**src/rtl/fetch_pkg.sv**
```systemverilog
// fetch_pkg: shared types and constants for the instruction fetch stage
package fetch_pkg;
  localparam int XLEN = 32;
  localparam int INSTR_W = 32;
  localparam logic [INSTR_W-1:0] NOP_INSTR = 32'h00000013;
  typedef enum logic [1:0] {FETCH, STALL, HALT} fetch_state_t;
  typedef struct packed {
    logic [XLEN-1:0] pc;
    logic [INSTR_W-1:0] instr;
    logic fault;
  } fetch_entry_t;
endpackage

```
**src/rtl/fetch_fifo.sv**
```systemverilog
// fetch_fifo: synchronous FIFO with clear; push into a full FIFO succeeds only alongside a pop
module fetch_fifo #(
  parameter int DEPTH = 2,
  parameter type T = logic [31:0]
) (
  input  logic clk,
  input  logic rst,
  input  logic clear,
  input  logic push,
  input  logic pop,
  input  T din,
  output T dout,
  output logic full,
  output logic empty,
  output logic [$clog2(DEPTH+1)-1:0] count
);
  localparam int AW = DEPTH > 1 ? $clog2(DEPTH) : 1;
  localparam int CW = $clog2(DEPTH + 1);
  T mem [DEPTH];
  logic [AW-1:0] wp, rp;
  logic do_push, do_pop;
  function automatic logic [AW-1:0] nxt(input logic [AW-1:0] p);
    return p == AW'(DEPTH - 1) ? '0 : p + AW'(1);
  endfunction
  assign full = count == CW'(DEPTH);
  assign empty = count == '0;
  assign do_pop = pop && !empty;
  assign do_push = push && (!full || do_pop);
  assign dout = mem[rp];
  // pointer/count update; clear wins over push and pop
  always_ff @(posedge clk)
    if (rst || clear) begin
      wp <= '0;
      rp <= '0;
      count <= '0;
    end else begin
      if (do_push) begin
        mem[wp] <= din;
        wp <= nxt(wp);
      end
      if (do_pop) rp <= nxt(rp);
      count <= count + CW'(do_push) - CW'(do_pop);
    end
endmodule

```
**src/rtl/instr_fetch.sv**
```systemverilog
// instr_fetch: fetch stage issuing imem requests for current_pc and buffering results for decode; FETCH_PERF_CNT_EN adds perf counters
module instr_fetch
  import fetch_pkg::*;
#(
  parameter int n = 32,
  parameter int MAX_OUTSTANDING = 2,
  parameter int IBUF_DEPTH = 2
) (
  input  logic clk,
  input  logic reset,
  input  logic [n-1:0] current_pc,
  output logic pc_advance,
  output logic [n-1:0] pc_plus4,
  input  logic flush,
  output logic imem_req_valid,
  input  logic imem_req_ready,
  output logic [n-1:0] imem_req_addr,
  input  logic imem_rsp_valid,
  input  logic [INSTR_W-1:0] imem_rsp_data,
  input  logic imem_rsp_err,
  output logic if_valid,
  input  logic if_ready,
  output logic [INSTR_W-1:0] if_instr,
  output logic [n-1:0] if_pc,
  output logic if_fault
`ifdef FETCH_PERF_CNT_EN
  ,
  output logic [31:0] perf_fetched,
  output logic [31:0] perf_stall
`endif
);
  localparam int OW = $clog2(MAX_OUTSTANDING + 1);
  localparam int BW = $clog2(IBUF_DEPTH + 1);
  fetch_state_t state, state_nxt;
  logic [OW-1:0] outstanding, kill;
  logic [BW-1:0] buffered;
  logic [n-1:0] rsp_pc;
  logic credit, misaligned, issue, fault_push, rsp_push, req_fire, ib_pop;
  logic pq_full, pq_empty, ib_full, ib_empty;
  fetch_entry_t ib_din, ib_dout;
  assign pc_plus4 = current_pc + n'(4);
  assign misaligned = current_pc[1:0] != 2'b00;
  assign credit = (int'(outstanding) - int'(kill) + int'(buffered) < IBUF_DEPTH) &&
                  (int'(outstanding) < MAX_OUTSTANDING);
  assign rsp_push = imem_rsp_valid && kill == '0 && !flush;
  assign req_fire = imem_req_valid && imem_req_ready;
  assign imem_req_addr = reset ? '0 : current_pc;
  assign ib_pop = if_valid && if_ready;
  assign ib_din = fault_push ?
    '{pc: XLEN'(current_pc), instr: NOP_INSTR, fault: 1'b1} :
    '{pc: XLEN'(rsp_pc), instr: imem_rsp_err ? NOP_INSTR : imem_rsp_data, fault: imem_rsp_err};
  assign if_valid = !ib_empty;
  assign if_instr = if_valid ? ib_dout.instr : '0;
  assign if_pc = if_valid ? n'(ib_dout.pc) : '0;
  assign if_fault = if_valid && ib_dout.fault;
  // issue decisions and next state; a fault entry waits until no live fetch is ahead of it
  always_comb begin
    issue = !reset && !flush && state == FETCH && credit;
    imem_req_valid = issue && !misaligned;
    fault_push = issue && misaligned && outstanding == kill;
    pc_advance = (imem_req_valid && imem_req_ready) || fault_push;
    state_nxt = flush ? FETCH :
                (rsp_push && imem_rsp_err) || fault_push || state == HALT ? HALT :
                credit ? FETCH : STALL;
  end
  // state register
  always_ff @(posedge clk)
    if (reset) state <= FETCH;
    else state <= state_nxt;
  // responses still owed to requests issued before the last flush
  always_ff @(posedge clk)
    if (reset) kill <= '0;
    else if (flush) kill <= outstanding - OW'(imem_rsp_valid && !pq_empty);
    else if (imem_rsp_valid && kill != '0) kill <= kill - OW'(1);
  fetch_fifo #(.DEPTH(MAX_OUTSTANDING), .T(logic [n-1:0])) u_pcq (
    .clk(clk), .rst(reset), .clear(1'b0), .push(req_fire), .pop(imem_rsp_valid),
    .din(current_pc), .dout(rsp_pc), .full(pq_full), .empty(pq_empty), .count(outstanding)
  );
  fetch_fifo #(.DEPTH(IBUF_DEPTH), .T(fetch_entry_t)) u_ibuf (
    .clk(clk), .rst(reset), .clear(flush), .push(rsp_push || fault_push), .pop(ib_pop),
    .din(ib_din), .dout(ib_dout), .full(ib_full), .empty(ib_empty), .count(buffered)
  );
  a_rsp_orphan: assert property (@(posedge clk) disable iff (reset) !(imem_rsp_valid && pq_empty));
  a_pcq_over: assert property (@(posedge clk) disable iff (reset) !(req_fire && pq_full && !imem_rsp_valid));
  a_ibuf_over: assert property (@(posedge clk) disable iff (reset)
    !((rsp_push || fault_push) && ib_full && !ib_pop && !flush));
`ifdef FETCH_PERF_CNT_EN
  // decode handshakes and stalled cycles
  always_ff @(posedge clk)
    if (reset) begin
      perf_fetched <= '0;
      perf_stall <= '0;
    end else begin
      perf_fetched <= perf_fetched + 32'(ib_pop);
      perf_stall <= perf_stall + 32'(state == STALL || (imem_req_valid && !imem_req_ready));
    end
`endif
endmodule

```
**config.mk**
```make
export PLATFORM = sky130hd
export DESIGN_NAME = instr_fetch
export DESIGN_NICKNAME = d
export VERILOG_FILES = /design/src/rtl/fetch_pkg.sv /design/src/rtl/fetch_fifo.sv /design/src/rtl/instr_fetch.sv
export SDC_FILE = /design/constraint.sdc
export NUM_CORES = 1
export LEC_CHECK = 0
export ABC_AREA = 1
export CAP_MARGIN = 20
export CORE_MARGIN = 8
export CORE_UTILIZATION = 51
export DETAILED_ROUTE_END_ITERATION = 6
export PLACE_DENSITY = 0.79
export SLEW_MARGIN = 20
export SYNTH_ARGS = -nofsm -noshare
export SYNTH_HDL_FRONTEND = slang
export SYNTH_SLANG_ARGS = --single-unit
```
**constraint.sdc**
```tcl
create_clock -name clk -period 8.2 [get_ports clk]
set_clock_uncertainty 0.05 [all_clocks]
set_input_delay 1.64 -clock clk [delete_from_list [all_inputs] [get_ports clk]]
set_output_delay 1.64 -clock clk [all_outputs]
set_load 0.05 [all_outputs]
```
Yosys cells after proc, flatten, opt, wreduce, memory -nomap -nowiden
Memory sizes are Yosys's and may differ from the RTL's. A register that Yosys moved wholly into a read port is not among the register bits. Index checks and enable logic that the tools add are counted.

Add/subtract/negate cells: 13. Magnitude comparators: 2. Eq/ne operators: 4. Multiplexer cells: 23. Reductions and logical operators: 41.

Operators with widths (number): two-way mux 32 bit (4); two-way mux 65 bit (1); adder 32 x 3 -> 32 bit (second input constant) (1); logical AND 1 bit (18); two-way mux 1 bit (15); logical NOT 2 bit (4); logical NOT 1 bit (7); logical OR 1 bit (7); equality test 2 bit (second input constant) (3); two-way mux 2 bit (3); nonzero test 2 bit (3); subtractor 2 x 1 -> 2 bit (3); adder 1 bit (second input constant) (4); adder 2 x 1 -> 2 bit (2); adder 3 x 3 -> 4 bit (1); < comparator 4 x 3 -> 1 bit (second input constant) (1); OR reduction 3 bit (1); subtractor 2 x 2 -> 3 bit (1); equality test 2 bit (1); < comparator 2 bit (second input constant) (1); OR reduction 2 bit (1); subtractor 2 x 1 -> 2 bit (second input constant) (1).

Register bits: 12. RAM bits: 194. Input port bits: 71. Logic and storage cells: 94. Memories: 2.

Memories: u_ibuf.mem (depth 2, width 65, rd ports 1, clocked after Yosys merged registers in 1, write ports 1, RTL line fetch_fifo.sv:19) `T mem [DEPTH];`; u_pcq.mem (depth 2, width 32, rd ports 1, clocked after Yosys merged registers in 1, write ports 1, RTL line fetch_fifo.sv:19).

Logic depth before layout (Yosys ltp)
Word-level depth: 12. Depth in mapped cells: 16. Mapped depth without buffers: 15.

By module
A second synthesis with hierarchy kept.

Cells, all modules: 966. Area total of the unflattened synthesis: 10491.3 µm².

By module, submodules not included: fetch_fifo at u_ibuf (instances 1, cells each 248, area each 5165.0 µm²); fetch_fifo at u_pcq (instances 1, cells each 146, area each 2746.4 µm²); instr_fetch (instances 1, cells each 572, area each 2580.0 µm²).

Worst setup path after synthesis
No wires, ideal clock.

Path type: input-to-reg. Start point: input reset. End point: memory u_ibuf.mem[1][0] (netlist name) (enable). Data arrival time: 6804 ps. Slack: 778 ps. Cell stages on the path: 8. Path through: buf_6 > clkinv_2 > nand2_4 > nor2_4 > nand4_4 > nand2_1 > nand2_1 > nor3_1.

Longest elaborated chain between the ends: 11. Elaborated cells between the ends (all ways): 12. Classes of those cells: 3 x mux; 9 x reduce/logical.

Ends and longest elaborated chain: from (decl) (RTL line instr_fetch.sv:10) `input logic reset,`; logical NOT 1 bit (RTL line instr_fetch.sv:58) `issue = !reset && !flush && state == FETCH && credit;`; logical AND 1 bit (3 in series) (RTL line instr_fetch.sv:58); logical AND 1 bit (2 in series) (RTL line instr_fetch.sv:60) `fault_push = issue && misaligned && outstanding == kill;`; logical OR 1 bit (RTL line instr_fetch.sv:80) `.clk(clk), .rst(reset), .clear(flush), .push(rsp_push || fault_push), .pop(ib_pop),`; logical AND 1 bit (RTL line fetch_fifo.sv:28) `assign do_push = push && (!full || do_pop);`; two-way mux 1 bit (RTL line fetch_fifo.sv:37) `if (do_push) begin`; two-way mux 1 bit (*) (RTL line fetch_fifo.sv:32) `if (rst || clear) begin`; two-way mux 1 bit (not written as such) (*) (RTL line fetch_fifo.sv:38) `mem[wp] <= din;`; to (decl) (RTL line fetch_fifo.sv:19).

Mark *: on every way between the ends. The rest lies on a longest branch, timed or not.

Final worst setup path
Start point: input current_pc[3]. End point: output pc_plus4[30].

Longest elaborated chain between the ends: 1.

Ends and longest elaborated chain: from (decl) (RTL line instr_fetch.sv:11) `input logic [n-1:0] current_pc,`; adder 32 x 3 -> 32 bit (RTL line instr_fetch.sv:41) `assign pc_plus4 = current_pc + n'(4);`; to (decl) (RTL line instr_fetch.sv:13) `output logic [n-1:0] pc_plus4,`.

No other way between the ends.

==> results.cfg <==
[synth]
async_flop_share_pct = 0
yosysUniqueCellTypes = 38
synth-warning-count = 0
synth_nets = 998
synth_area_per_cell_um2 = 10.38
synth_top_area_share_pct = 61.13
netlist_area_um2 = 9529
netlist_top_cells_area = edfxtp_1 (61%), nand2_1 (9.3%), inv_1 (5.1%)
yosysSeqAreaShare_pct = 64.08
synth-seq-cells = 208
synth_largest_area_cell = edfxtp_1
yosys_most_used_dff = edfxtp_1
postSynthCellCount = 918
synth_common_cells = nand2_1 (236), edfxtp_1 (194), inv_1 (129)
synth_edf_count = 194
yosys.cell_count.top_type = nand2_1

[placed_design]
port_buffers = 202
dp_cells = 1319
dp_slack_ps = 2105
place_congestion = 0.8567
dp_hpwl_um = 16180
dpl_cell_area_um2 = 11720

[layout]
n_antenna_cell = 0
fin_util_pct = 67.04
num-nets-final = 1189
multi_input_area_um2 = 2735
area_growth_pct = 30.28
drive_above_1_share_pct = 6.050
stdcell_count = 1358
nFillCells = 1422
final_area_um2 = 12410
regArea_um2 = 6111

[worst_setup_path]
critPathKind = in2out
path_max_fanout = 5
start_kind = primary input
worst_r2r_path_depth = 14
worstPathRequired_ps = 6510
crit_arrival_ps = 4420
endpoint_kind = primary output
reg2reg_slack_ps = 3910

[power]
swShare_pct = 30.46
p_seq_share_pct = 44.5
ir_worst_vdd_mv = 0.1694
pwr-share-comb_pct = 22.5
clockPowerShare_pct = 33.0
leakage_nw = 4.783
p_total_mw = 2.893
p_int_mw = 2.012
powerDensity_nw_per_um2 = 233.0
p_switching_mw = 0.8812

[clock_tree]
cts_tree = yes
clkTransAtPathRegs_ps = 60
cts_buffer_depth = 3
post_cts_buffers = 0
cts_made_buffers = 22
clk_latency_ps = 510
htreeDepth = 1
root_buffer = clkbuf_16
clkSinkCount = 208
cts_resized = 0
cts_hold_buf = 0

[grt]
grt_use_total_pct = 20.31
grt_max_degree = 68
first_global_vias = 7231
antenna_found_initial = 1
grt_remaining_overflow = 0
grt_pass1_wl_um = 38290

[timing]
rsz0062_at_grt = false
holdWs_ps = 406.9
fin_setup_tns_ps = 0
setup_violations = 0
fin_crit_ps = 6106
post-route-period-util_pct = 74.46
finalWorstSetupSlack_ps = 2094
finalHoldViolCount = 0
slew-limit-headroom_pct = 30.40
tightest_slew_ps = 1042
slew_violations = 0
fmax_ghz = 0.1638

[floorplanning]
dieArea_um2 = 23310
start_util_pct = 51.46
die-width_um = 152.7
rows = 50
coreArea_um2 = 18520
die_h_um = 152.7
io_pins = 203

[worst_hold_path]
hold_depth = 1
hp-class = reg2reg

[drt]
vias_per_cell = 5.191
firstDrtPassIters = 5
wl_um = 24250
post_drt_wl_per_cell_um = 17.85
antenna_left = 0
post-route-drc-count = 0
drt-initial-drc-count = 431
vias = 7049

[run_status]
status = complete, no violations

[flow_run]
cap_violations = 0
## worst max-delay path, stage by stage
cell             delay (ps)
clkdlybuf4s50_1         600
ha_1                    240
nand3_2                 120
nor2_4                  200
nand2_4                  90
nor2_4                  110
nand2_2                  80
nor2_2                  170
nand2_1                 110
xor2_1                  160
clkdlybuf4s50_1         890
## state kept, by name, summed over array words and instances (netlist names), 2 cells and up, named ones only
register	flops
u_ibuf.mem	130
kill	2
u_pcq.count	2
u_pcq.mem	64
state	2
u_ibuf.count	2
## cells by family after synthesis
logic type                 after synthesis  share of synthesized area (%)
and+or+nand+nor                        350                          15.68
DFF                                    208                          64.08
buffers and inverters                  175                          7.563
AOI/OAI and AO/OA                      147                          8.679
xor gates and xnor gates                29                          2.666
adders and majority gates                9                          1.339
## layout make-up
| class | count | share of cell area [%] |
|---|---|---|
| tap | 234 | 2.358 |
| timing repair buffer | 211 | 16.83 |
| multi-input combinational | 535 | 22.03 |
| sequential | 208 | 49.22 |
| clock inverter | 15 | 1.088 |
| inverter | 131 | 3.971 |
| clock buffer | 24 | 4.495 |
## layout by cell type, fill, tap and decap left out, types with 3 or more instances in the layout
| master | Yosys | layout |
|---|---|---|
| inv_1 | 129 | 128 |
| o21ai_1 | 19 | 19 |
| clkinv_2 | 1 | 6 |
| o21ai_0 | 18 | 18 |
| or2_2 | 3 | 3 |
| nand2_2 | 3 | 3 |
| buf_4 | 2 | 9 |
| nor4_1 | 3 | 3 |
| nor2_1 | 55 | 52 |
| nor2_2 | 3 | 3 |
| nor3_1 | 13 | 11 |
| nand3_1 | 15 | 15 |
| nand4_1 | 7 | 7 |
| clkdlybuf4s50_1 | 0 | 202 |
| ha_1 | 7 | 7 |
| xor2_1 | 28 | 28 |
| dfxtp_1 | 14 | 12 |
| edfxtp_1 | 194 | 194 |
| clkinv_1 | 0 | 6 |
| o211ai_1 | 32 | 32 |
| nand2_1 | 236 | 236 |
| a21oi_1 | 75 | 75 |
| nor2_4 | 3 | 6 |
| clkbuf_16 | 0 | 22 |
## per-layer routing
layer  GRT usage (%)  part of all wire [%]
met2           33.87                    48
met5               0                 0.037
met4           7.446                   3.0
met1           24.65                    41
met3           5.927                   8.7
## power groups by stage
stage	sequential [mW]	combinational (mW)	clock, mW
detailed placement	1.31	0.651	0
floorplan	1.27	0.475	0
global placement	1.31	0.633	0
finish	1.29	0.652	0.953
CTS	1.29	0.656	0.970
global route	1.29	0.711	1.01
## path summary, 6_finish.rpt
kind             startpoint           endpoint
min reg2reg       u_ibuf.rp          flip-flop
max reg2reg  u_pcq.count[0]  u_ibuf.mem[0][62]
min               u_ibuf.rp          flip-flop
max           current_pc[3]       pc_plus4[30]
No activity file was read; power rests on OpenSTA's default activity.
